## config.mk

```make
export PLATFORM = sky130hd
export DESIGN_NAME = aes_kat_sequencer_flat
export DESIGN_NICKNAME = d
export VERILOG_FILES = /design/src/rtl/aes_kat_if.sv /design/src/rtl/aes_kat_sequencer.sv /design/src/flat_wrapper.sv
export SDC_FILE = /design/constraint.sdc
export NUM_CORES = 1
export LEC_CHECK = 0
export CORE_AREA = 2 2 313 315
export CTS_BUF_LIST = sky130_fd_sc_hd__clkbuf_16
export DETAILED_ROUTE_END_ITERATION = 10
export DIE_AREA = 0 0 315 317
export PLACE_DENSITY = 0.52
export SLEW_MARGIN = 20
export SYNTH_ARGS = -nofsm -noshare
export SYNTH_HDL_FRONTEND = slang
export SYNTH_SLANG_ARGS = --single-unit
```

## constraint.sdc

```tcl
create_clock -name clk -period 16.43 [get_ports clk]
set_clock_uncertainty 0.1 [all_clocks]
set_input_delay 4.1075 -clock clk [delete_from_list [all_inputs] [get_ports clk]]
set_output_delay 4.1075 -clock clk [all_outputs]
set_load 0.02 [all_outputs]
```

## src/rtl/aes_kat_if.sv

```systemverilog
// aes_kat_if: groups the vector-ROM read port and the AES core start/done
// handshake used by the known-answer-test sequencer.
//   rom_addr            sequencer -> ROM, data valid one cycle later
//   rom_key/pt/ct       ROM -> sequencer, vector fields
//   aes_start           sequencer -> core, one-cycle start pulse
//   aes_key/aes_din     sequencer -> core, held from start until next load
//   aes_done/aes_dout   core -> sequencer, one-cycle done with result
// master = sequencer side, slave = ROM/core side.
interface aes_kat_if #(
  parameter int AW = 4
);
  logic [AW-1:0] rom_addr;
  logic [127:0]  rom_key;
  logic [127:0]  rom_pt;
  logic [127:0]  rom_ct;
  logic          aes_start;
  logic [127:0]  aes_key;
  logic [127:0]  aes_din;
  logic          aes_done;
  logic [127:0]  aes_dout;

  modport master (
    output rom_addr, aes_start, aes_key, aes_din,
    input  rom_key, rom_pt, rom_ct, aes_done, aes_dout
  );

  modport slave (
    input  rom_addr, aes_start, aes_key, aes_din,
    output rom_key, rom_pt, rom_ct, aes_done, aes_dout
  );
endinterface

```

## src/rtl/aes_kat_sequencer.sv

```systemverilog
// aes_kat_sequencer: known-answer-test controller for the AES-128 core.
// While work is high it reads {key, plaintext, expected ct} vectors from a
// synchronous ROM, runs each through the core with a start/done handshake,
// and keeps saturating total/correct counters.
// Ports:
//   clk, rst      clock (rising edge), asynchronous active-high reset
//   work          level enable, sampled in IDLE, NEXT and DONE only
//   bus           aes_kat_if master: ROM read port + AES core handshake
//   total         vectors completed (pass, fail or timeout), saturating
//   correct       vectors whose core result matched, saturating
//   run_done      high while parked in DONE (LOOP=0 only)
//   timeout_err   sticky, set when any vector times out
module aes_kat_sequencer #(
  parameter int NUM_VEC = 16,
  parameter int AW      = 4,
  parameter int CW      = 16,
  parameter int TIMEOUT = 63,
  parameter int LOOP    = 1
) (
  input  logic          clk,
  input  logic          rst,
  input  logic          work,
  aes_kat_if.master     bus,
  output logic [CW-1:0] total,
  output logic [CW-1:0] correct,
  output logic          run_done,
  output logic          timeout_err
);

  localparam int             TW   = (TIMEOUT < 1) ? 1 : $clog2(TIMEOUT + 1);
  localparam logic [AW-1:0]  LAST = AW'(NUM_VEC - 1);
  localparam logic [TW-1:0]  TMO  = TW'(TIMEOUT);
  localparam logic [CW-1:0]  CMAX = '1;

  typedef enum logic [2:0] {
    S_IDLE, S_FETCH, S_LOAD, S_START, S_WAIT, S_CHECK, S_NEXT, S_DONE
  } state_t;

  state_t        state;
  state_t        nstate;
  logic [127:0]  exp_ct;
  logic [TW-1:0] tmo_cnt;
  logic          pass;

  logic start_d;
  logic run_done_d;
  logic ld_vec;
  logic wait_st;
  logic done_hit;
  logic tmo_hit;
  logic bump;
  logic adv;
  logic last_vec;

  // Counters stick at all-ones instead of wrapping.
  function automatic logic [CW-1:0] sat_inc(input logic [CW-1:0] v);
    return (v == CMAX) ? v : v + CW'(1);
  endfunction

  assign last_vec = (bus.rom_addr == LAST);

  always_ff @(posedge clk or posedge rst) begin
    if (rst) state <= S_IDLE;
    else     state <= nstate;
  end

  always_comb begin
    nstate = state;
    case (state)
      S_IDLE:  if (work) nstate = S_FETCH;
      S_FETCH: nstate = S_LOAD;
      S_LOAD:  nstate = S_START;
      S_START: nstate = S_WAIT;
      // done has priority over a simultaneous timeout; both leave WAIT
      S_WAIT:  if (bus.aes_done || (tmo_cnt == TMO)) nstate = S_CHECK;
      S_CHECK: nstate = S_NEXT;
      S_NEXT: begin
        if (last_vec && (LOOP == 0)) nstate = S_DONE;
        else if (!work)              nstate = S_IDLE;
        else                         nstate = S_FETCH;
      end
      S_DONE:  if (!work) nstate = S_IDLE;
      default: nstate = S_IDLE;
    endcase
  end

  // Registered outputs are decoded from the next state so that aes_start and
  // run_done are high exactly while the FSM sits in START / DONE.
  always_comb begin
    start_d    = (nstate == S_START);
    run_done_d = (nstate == S_DONE);
    ld_vec     = (state == S_LOAD);
    wait_st    = (state == S_WAIT);
    done_hit   = wait_st && bus.aes_done;
    tmo_hit    = wait_st && !bus.aes_done && (tmo_cnt == TMO);
    bump       = (state == S_CHECK);
    adv        = (state == S_NEXT);
  end

  always_ff @(posedge clk or posedge rst) begin
    if (rst) begin
      bus.rom_addr  <= '0;
      bus.aes_start <= 1'b0;
      bus.aes_key   <= '0;
      bus.aes_din   <= '0;
      exp_ct        <= '0;
      tmo_cnt       <= '0;
      pass          <= 1'b0;
      total         <= '0;
      correct       <= '0;
      run_done      <= 1'b0;
      timeout_err   <= 1'b0;
    end else begin
      bus.aes_start <= start_d;
      run_done      <= run_done_d;

      if (ld_vec) begin
        bus.aes_key <= bus.rom_key;
        bus.aes_din <= bus.rom_pt;
        exp_ct      <= bus.rom_ct;
      end

      if (state == S_START)
        tmo_cnt <= '0;
      else if (wait_st && (tmo_cnt != TMO))
        tmo_cnt <= tmo_cnt + TW'(1);

      if (done_hit) begin
        pass <= (bus.aes_dout == exp_ct);
      end else if (tmo_hit) begin
        pass        <= 1'b0;
        timeout_err <= 1'b1;
      end

      if (bump) begin
        total <= sat_inc(total);
        if (pass) correct <= sat_inc(correct);
      end

      if (adv)
        bus.rom_addr <= last_vec ? '0 : bus.rom_addr + AW'(1);
    end
  end

endmodule

```

## src/flat_wrapper.sv

```systemverilog
// flat-port wrapper written by rule: the top's interface ports become plain ports
module aes_kat_sequencer_flat 
#(
  parameter int NUM_VEC = 16,
  parameter int AW      = 4,
  parameter int CW      = 16,
  parameter int TIMEOUT = 63,
  parameter int LOOP    = 1
)
  (clk, rst, work, total, correct, run_done, timeout_err, bus_rom_addr, bus_aes_start, bus_aes_key, bus_aes_din, bus_rom_key, bus_rom_pt, bus_rom_ct, bus_aes_done, bus_aes_dout);
  aes_kat_if #(.AW(AW)) bus_i ();
  input  logic clk;
  input  logic rst;
  input  logic work;
  output logic [CW-1:0] total;
  output logic [CW-1:0] correct;
  output logic run_done;
  output logic timeout_err;
  output wire logic [$bits(bus_i.rom_addr)-1:0] bus_rom_addr;
  output wire logic [$bits(bus_i.aes_start)-1:0] bus_aes_start;
  output wire logic [$bits(bus_i.aes_key)-1:0] bus_aes_key;
  output wire logic [$bits(bus_i.aes_din)-1:0] bus_aes_din;
  input wire logic [$bits(bus_i.rom_key)-1:0] bus_rom_key;
  input wire logic [$bits(bus_i.rom_pt)-1:0] bus_rom_pt;
  input wire logic [$bits(bus_i.rom_ct)-1:0] bus_rom_ct;
  input wire logic [$bits(bus_i.aes_done)-1:0] bus_aes_done;
  input wire logic [$bits(bus_i.aes_dout)-1:0] bus_aes_dout;
  assign bus_rom_addr = bus_i.rom_addr;
  assign bus_aes_start = bus_i.aes_start;
  assign bus_aes_key = bus_i.aes_key;
  assign bus_aes_din = bus_i.aes_din;
  assign bus_i.rom_key = bus_rom_key;
  assign bus_i.rom_pt = bus_rom_pt;
  assign bus_i.rom_ct = bus_rom_ct;
  assign bus_i.aes_done = bus_aes_done;
  assign bus_i.aes_dout = bus_aes_dout;
  aes_kat_sequencer #(.NUM_VEC(NUM_VEC), .AW(AW), .CW(CW), .TIMEOUT(TIMEOUT), .LOOP(LOOP)) u_core (.clk(clk), .rst(rst), .work(work), .bus(bus_i), .total(total), .correct(correct), .run_done(run_done), .timeout_err(timeout_err));
endmodule
```

# ---- Word-level counts from Yosys, hierarchy flattened
# Cells that the tools add are included.
dict set report word_totals {
  ff_bits 433
  latch_bits 0
  ram_bits 0
  mem_bits_ro 0
  in_bits 516
  output_inout_bits 295
  word_cells 56
  mem_count 0
}
dict set report op_classes {
  add_sub_neg 4
  multipliers 0
  div 0
  n_lt_le_gt_ge 0
  n_eq_ne 15
  shifts 0
  n_mux 10
  n_bitwise 3
  reduce_logical 12
}
# cell n
set op_table {}
lappend op_table {{128-bit == test} 1}
lappend op_table {{16-bit by 1-bit adder with 16-bit output, second input constant} 2}
lappend op_table {{16-bit == test, second input constant} 2}
lappend op_table {{3-bit case mux with 8 select lines} 1}
lappend op_table {{3-bit == test, second input constant} 5}
lappend op_table {{6-bit two-way mux} 2}
lappend op_table {{3-bit by 2-bit == test with 1-bit output, second input constant} 3}
lappend op_table {{3-bit two-way mux} 3}
lappend op_table {{6-bit by 1-bit adder with 6-bit output, second input constant} 1}
lappend op_table {{6-bit == test, second input constant} 1}
lappend op_table {{6-bit != test, second input constant} 1}
lappend op_table {{4-bit by 1-bit adder with 4-bit output, second input constant} 1}
lappend op_table {{4-bit == test, second input constant} 1}
lappend op_table {{1-bit logical AND} 4}
lappend op_table {{4-bit two-way mux} 1}
lappend op_table {{2-bit AND reduction} 2}
lappend op_table {{2-bit nonzero test} 2}
lappend op_table {{3-bit by 1-bit == test with 1-bit output, second input constant} 1}
lappend op_table {{3-bit zero test} 1}
lappend op_table {{1-bit two-way mux} 3}
lappend op_table {{1-bit inverter} 3}
lappend op_table {{3-bit AND reduction} 1}
lappend op_table {{1-bit zero test} 1}
lappend op_table {{1-bit logical OR} 1}

# ---- Depth between registers and ports, before layout
dict set report depth {
  ltp_word 5
  ltp_mapped 8
  mapped_depth_nobuf 7
}

# ---- Worst setup path before layout
# OpenSTA, ideal clock, no wires.
dict set report synth_path {
  kind {input port to flip-flop}
  startpoint {input bus_aes_dout[42]}
  endpoint {register u_core.pass}
  setup_ps 92
  arrival_time_ps 5722
  t_required_ps 16238
  setup_slack_ps 10516
  cell_stages 6
  path_buffers 0
  cell_sequence {nor2b_1 -> a2111o_1 -> a2111oi_2 -> nand4_1 -> or4_1 -> o31ai_2}
}
dict set report synth_via {
  elab_chain_cells 2
}
# element line
set synth_lines {}
lappend synth_lines {{start: declaration} flat_wrapper.sv:27} ;# input wire logic [$bits(bus_i.aes_dout)-1:0] bus_aes_dout;
lappend synth_lines {{128-bit == test} aes_kat_sequencer.sv:129} ;# pass <= (bus.aes_dout == exp_ct);
lappend synth_lines {{1-bit two-way mux} aes_kat_sequencer.sv:128} ;# if (done_hit) begin
lappend synth_lines {{end signal: assignment} aes_kat_sequencer.sv:129}
lappend synth_lines {{end: declaration} aes_kat_sequencer.sv:43} ;# logic pass;
# Every way passes these cells.
# A chain may end at the register's enable or synchronous reset.

==> flow_metrics.py <==
metrics = {
    "pwr": {
        "leakagePower_uw": 0.01162,
        "total_power_uw": 5691,
        "max-vdd-ir-drop_uv": 106.2,
        "pwr_density_cell_nw_per_um2": 194.0,
    },
    "sta": {
        "setup_viol_count_final": 0,
        "worst_pin_slew_ns": 1.074,
        "fmax_ghz": 0.1531,
        "period_share": 0.3977,
        "slew_headroom": 0.2837,
        "holdWs_ns": 0.3954,
        "rsz0062_at_grt": "no",
        "period_minus_slack_ns": 6.533,
        "hold_viol_final": 0,
        "setup_tns_ns": 0,
        "drv_slew": 0,
    },
    "critical_path": {
        "crit_family": "buffers and inverters",
        "cp-end-kind": "async pin",
        "worstPathMaxFanout": 105,
        "worstSetupStartpoint": "rst",
        "cp.arrival_ns": 7.14,
        "crit_buf_inv": 5,
        "cp-start-kind": "input port",
        "crit_slowest_cell": "buf_4",
        "required_ns": 17.04,
        "critical_path_class": "in2async",
        "timing.rr.start": "u_core.state[2]",
        "cp_slowest_stage_delay_ns": 0.80,
        "path_cells": "clkdlybuf4s50_1 -> inv_8 -> buf_4 -> buf_12 -> buf_16",
    },
    "route": {
        "routedWlPerCell_um": 22.36,
        "post-route-drc-count": 0,
        "num_vias": 13590,
        "firstDrtPassIters": 4,
        "vias_per_cell": 3.959,
        "ant_nets": 0,
        "drt-initial-drc-count": 632,
        "routed_wirelength_um": 76740,
    },
    "floorplan": {
        "die_w_um": 315,
        "core_um2": 96280,
        "die_height_um": 317,
        "pin_count": 811,
        "fp-row-count": 114,
        "die_area_um2": 99860,
        "initial_core_util": 0.1860,
    },
    "finish": {
        "final_nets": 2618,
        "final_core_util": 0.3046,
        "drive_above_1_share": 0.2158,
        "syn_to_final_growth_pct": 63.75,
        "fin_cells": 3432,
    },
    "synth": {
        "synth_top_family_by_area": "multiplexers",
        "muxShareOfSynthArea": 0.2282,
        "synthXorXnorAreaFrac": 0.05379,
        "async_flop_share": 1.000,
        "synth_top_area_cell": "dfrtp_1",
        "synth_area_um2": 17910,
        "synthTopCellsByArea": "dfrtp_1 61%, mux2_2 23%, xnor2_1 2.7%",
        "synthesis.nets": 1789,
        "netlist.area_leader.share": 0.6050,
        "syn_inst": 1269,
        "synth.distinct_cells": 52,
        "synth_ff_type": "dfrtp_1",
        "synth-compound-area-share": 0.03535,
        "yosys_warnings": 0,
        "synth_edf_count": 0,
        "synthSimpleGateAreaFrac": 0.05226,
        "yosys_register_bits": 433,
        "synth_seq_area_share": 0.6050,
        "synth_fa_ha_area_frac": 0.002794,
        "postSynthAreaPerCell_um2": 14.11,
    },
    "global_routing": {
        "antenna_found_initial": 27,
        "grt_pass1_vias": 15010,
        "grt_use_total": 0.1476,
        "grt_pass1_wl_um": 106000,
        "grt_overflow": 0,
        "grt_start_max_net_pins": 166,
    },
    "clocking": {
        "postCtsHoldBufs": 0,
        "clockBufferDepth": 3,
        "clkLatencyLatePin_ns": 0.64,
        "post_cts_buffers": 0,
        "cts_buffers": 54,
        "htreeDepth": 2,
        "cts_root_buf": "clkbuf_16",
        "cts-resized-gates": 0,
        "cts_tree": "built",
        "cts.sinks": 433,
        "clk_pin_slew_ns": 0.06,
    },
    "placed_design": {
        "dp.cells": 3316,
        "gp_congestion": 0.8125,
        "hpwlAfterDp_um": 60880,
        "io_buffers": 810,
    },
    "worst_hold_path": {
        "hold_path_class": "reg2reg",
        "hp-start": "u_core.total[10]",
    },
    "flow_run": {
        "maxCapViolCount": 0,
    },
    "outcome": {
        "outcome": "finished clean",
    },
}
-- state kept, by name, indices dropped and copies added, names as in the netlist, 3 cells and up --
register	flops
u_core.bus.rom_addr	4
u_core.bus.aes_din	128
u_core.bus.aes_key	128
u_core.total	16
u_core.correct	16
u_core.tmo_cnt	6
u_core.exp_ct	128
u_core.state	3
-- final cells by class --
cell class              instances  area [µm²]
well taps                    1276        1597
clock buffers                  55        1376
clock inverters                44       384.1
flip-flops and latches        433       10840
fillers                      9763       66950
multi-input cells             740        6683
diodes                         15       37.54
repair buffers                822        8230
inverters                      47       183.9
-- synthesized netlist by cell type (2+ instances only) --
cell type and n:
nor2b_1 11, mux2_2 362, xnor2_1 56, a31oi_1 2
a21oi_1 4, nor3_1 2, nand2b_1 16, xor2_1 54
o2bb2ai_1 5, a2111oi_0 5, and3_1 4, dfrtp_1 433
o2111ai_1 4, nor4_1 17, inv_1 46, ha_1 4
nand4_1 27, or4_1 2, o22ai_1 15, a22o_1 4
nand3_1 13, o21ai_0 29, buf_2 36, clkbuf_1 12
a22oi_1 6, o21bai_1 2, nor2_1 14, and2_1 7
and4_1 5, nand2_1 50
-- routing by layer --
layer	up-vias	share of wire	track usage
met1	6743	0.40	0.1746
li1	6181	-	-
met4	12	0.030	0.05628
met3	117	0.086	0.05595
met5	-	0.0010	0
met2	534	0.48	0.2422
-- kinds of logic after synthesis --
kind of cell	count (synthesis)
XOR/XNOR	110
flip-flops	433
buffers and inverters	96
AND/OR/NAND/NOR	174
multiplexers	363
adder cells (fa/ha/maj)	4
AO/OA/AOI/OAI	89
-- worst register-to-register path: cells and delay by family, from the launching register on --
kind	cells	cell delay [ns]
buf+inv	3	2.46
flops	1	0.42
mux	1	0.46
simple gates	2	0.87
-- cell usage in the layout, fill, tap and decap left out, types with 6 or more instances in the layout --
cell type / synthesis / layout
mux2_2: 362 / 362
inv_1: 46 / 54
xnor2_1: 56 / 56
clkbuf_16: 0 / 55
xor2_1: 54 / 54
buf_4: 0 / 10
nor2_1: 14 / 14
and2_1: 7 / 7
o21ai_0: 29 / 29
clkinv_2: 0 / 8
dfrtp_1: 433 / 433
nor4_1: 17 / 16
clkdlybuf4s50_1: 0 / 810
nor2b_1: 11 / 10
clkinv_1: 1 / 13
nand3_1: 13 / 13
nand2b_1: 16 / 16
nand4_1: 27 / 27
a22oi_1: 6 / 6
o22ai_1: 15 / 15
nand2_1: 50 / 50
diode_2: 0 / 15
bufinv_16: 0 / 6
-- report_power, final --
group	switching [µW]	total, µW	internal, µW
clock network	513	1210	702
logic	1210	2570	1360
registers	321	1900	1580
-- through the flow --
stage	worst slack [ns]	cell area, µm²
after floorplan	0.1625	17910
after global placement	9.230	27490
after detailed placement	9.154	27490
after CTS	9.860	29250
after global routing	9.529	29310
final	9.897	29330
-- worst paths after layout --
check / to / slack (ns) / cells past startpoint
worst max-delay path: u_core.bus.aes_din[1] / 9.90 / 5
worst min-delay path: u_core.total[10] / 0.40 / 1
worst max register to register: u_core.bus.aes_din[33] / 11.98 / 6
worst min register to register: u_core.total[10] / 0.40 / 1
max in group clk: u_core.pass / 10.08 / 7
min in group asynchronous: u_core.bus.aes_din[9] / 3.88 / 2
No activity file was read; power rests on OpenSTA's default activity.
==> RTL edit (config.mk and constraints unchanged) <==
`NUM_VEC` is set to 16 in 2 places; all go to 12.
--- a/src/rtl/aes_kat_sequencer.sv
+++ b/src/rtl/aes_kat_sequencer.sv
@@ -13,3 +13,3 @@
 module aes_kat_sequencer #(
-  parameter int NUM_VEC = 16,
+  parameter int NUM_VEC = 12,
   parameter int AW      = 4,
--- a/src/flat_wrapper.sv
+++ b/src/flat_wrapper.sv
@@ -3,3 +3,3 @@
 #(
-  parameter int NUM_VEC = 16,
+  parameter int NUM_VEC = 12,
   parameter int AW      = 4,
Check against the original RTL: same outputs for any inputs over 4 cycles, from zero or initial values and one cycle with rst high; that may be too few to reach the edited logic, so the function may still have changed.
==> RTL edit against the original RTL <==
Sequential cell count did not move. Hold slack got worse by 0.034 ns. Highest routed layer is now met4. Routed wire length fell by 9.9%. Power decreased by 3.7%. Count of clock-buffer cells in the layout unchanged. Synthesized area decreased by 0.27%. Cell area is 0.52% lower. Setup slack improved by 0.30 ns. Non-clock buffer count shrank 1.
==> RTL edit: results (changes against the original RTL) <==
status: finished clean
routed length on met3: 5340 um (-19%)
top post-synthesis cells by count: dfrtp_1 (433), mux2_1 (185), mux2_2 (181)
worst-case vdd ir drop: 0.0945 mV (-11%)
crit path launch: bus_aes_dout[52]
metal2 WL: 35700 um (-3.7%)
layout cell share with drive strength beyond 1: 13.0% (-8.5 points)
global-route wire length before repair: 99200 um (-6.4%)
drt first-iter violations: 587 (-7.1%)
R2R Setup Slk: 12.65 ns (+0.67 ns)
vias in the first global route: 15000 (-0.32%)
Post-DP Area: 27500 um^2 (about the same)
post-synthesis cell type count: 48 (-7.7%)
GRT met3 Usage: 4.21% (-1.4 points)
Max FO, Critical Path: 2 (-98%)
Hold WS: 0.361 ns (-0.0345 ns)
M1 GR Usage: 15.2% (-2.2 points)
total number of vias: 13500 (-0.60%)
Final Cycle Share: 37.9% (-1.8 points)
Pre-Repair DR Iteration Count: 5 (+1)
slew margin rel.: 30.1% (+1.8 points)
Syn Area/Cell: 14.2 um^2 (+0.60%)
final net count: 2608 (-0.38%)
Routed WL: 69200 um (-9.9%)
hold_sp: u_core.timeout_err
delay-heaviest family, CP: simple AND/OR/NAND/NOR gates
arrival time at the worst endpoint: 6.67 ns (-0.47 ns)
largest net degree at the start of global routing: 155 (-6.6%)
wl on met1: 26500 um (-14%)
post-detailed-route wirelength per cell: 20.3 um (-9.2%)
# fillers: 9764 (+0.010%)
initial antenna violation count: 2 (-93%)
Seq/Total Area, Yosys: 60.7% (+0.17 points)
Global Route met2 Usage: 23.7% (-0.55 points)
Worst path max stage delay: 0.62 ns (-0.18 ns)
Setup WS pre-CTS: 9.32 ns (+0.162 ns)
-- RTL edit: cell families (layout without fill, tap and decap cells) --
logic type / count (synthesis) / count (layout) / synth area share (%)
AO/OA/AOI/OAI: 80 / 80 / 3.15
XOR/XNOR: 121 / 121 / 5.93
adder cells (fa/ha/maj): 4 / 4 / 0.280
buffers and inverters: 95 / 963 / 2.16
flip-flops: 433 / 433 / 60.7
multiplexers: 367 / 367 / 23.1
other: 0 / 3 / 0
AND/OR/NAND/NOR: 158 / 158 / 4.69
-- RTL edit: layout make-up --
cell class              instances  area [um^2]  area share [%]
diodes                          3         7.51          0.0257
clock buffers                  55         1380            4.72
clock inverters                39          307            1.05
inverters                      48          188           0.643
multi-input cells             730         6650            22.8
flip-flops and latches        433        10800            37.1
well taps                    1276         1600            5.47
repair buffers                821         8220            28.2
-- RTL edit: report_power, final --
part           switching (uW)  internal (uW)  leakage [uW]
registers                 338           1580       0.00515
logic                    1140           1260       0.00566
clock network             489            665      0.000857
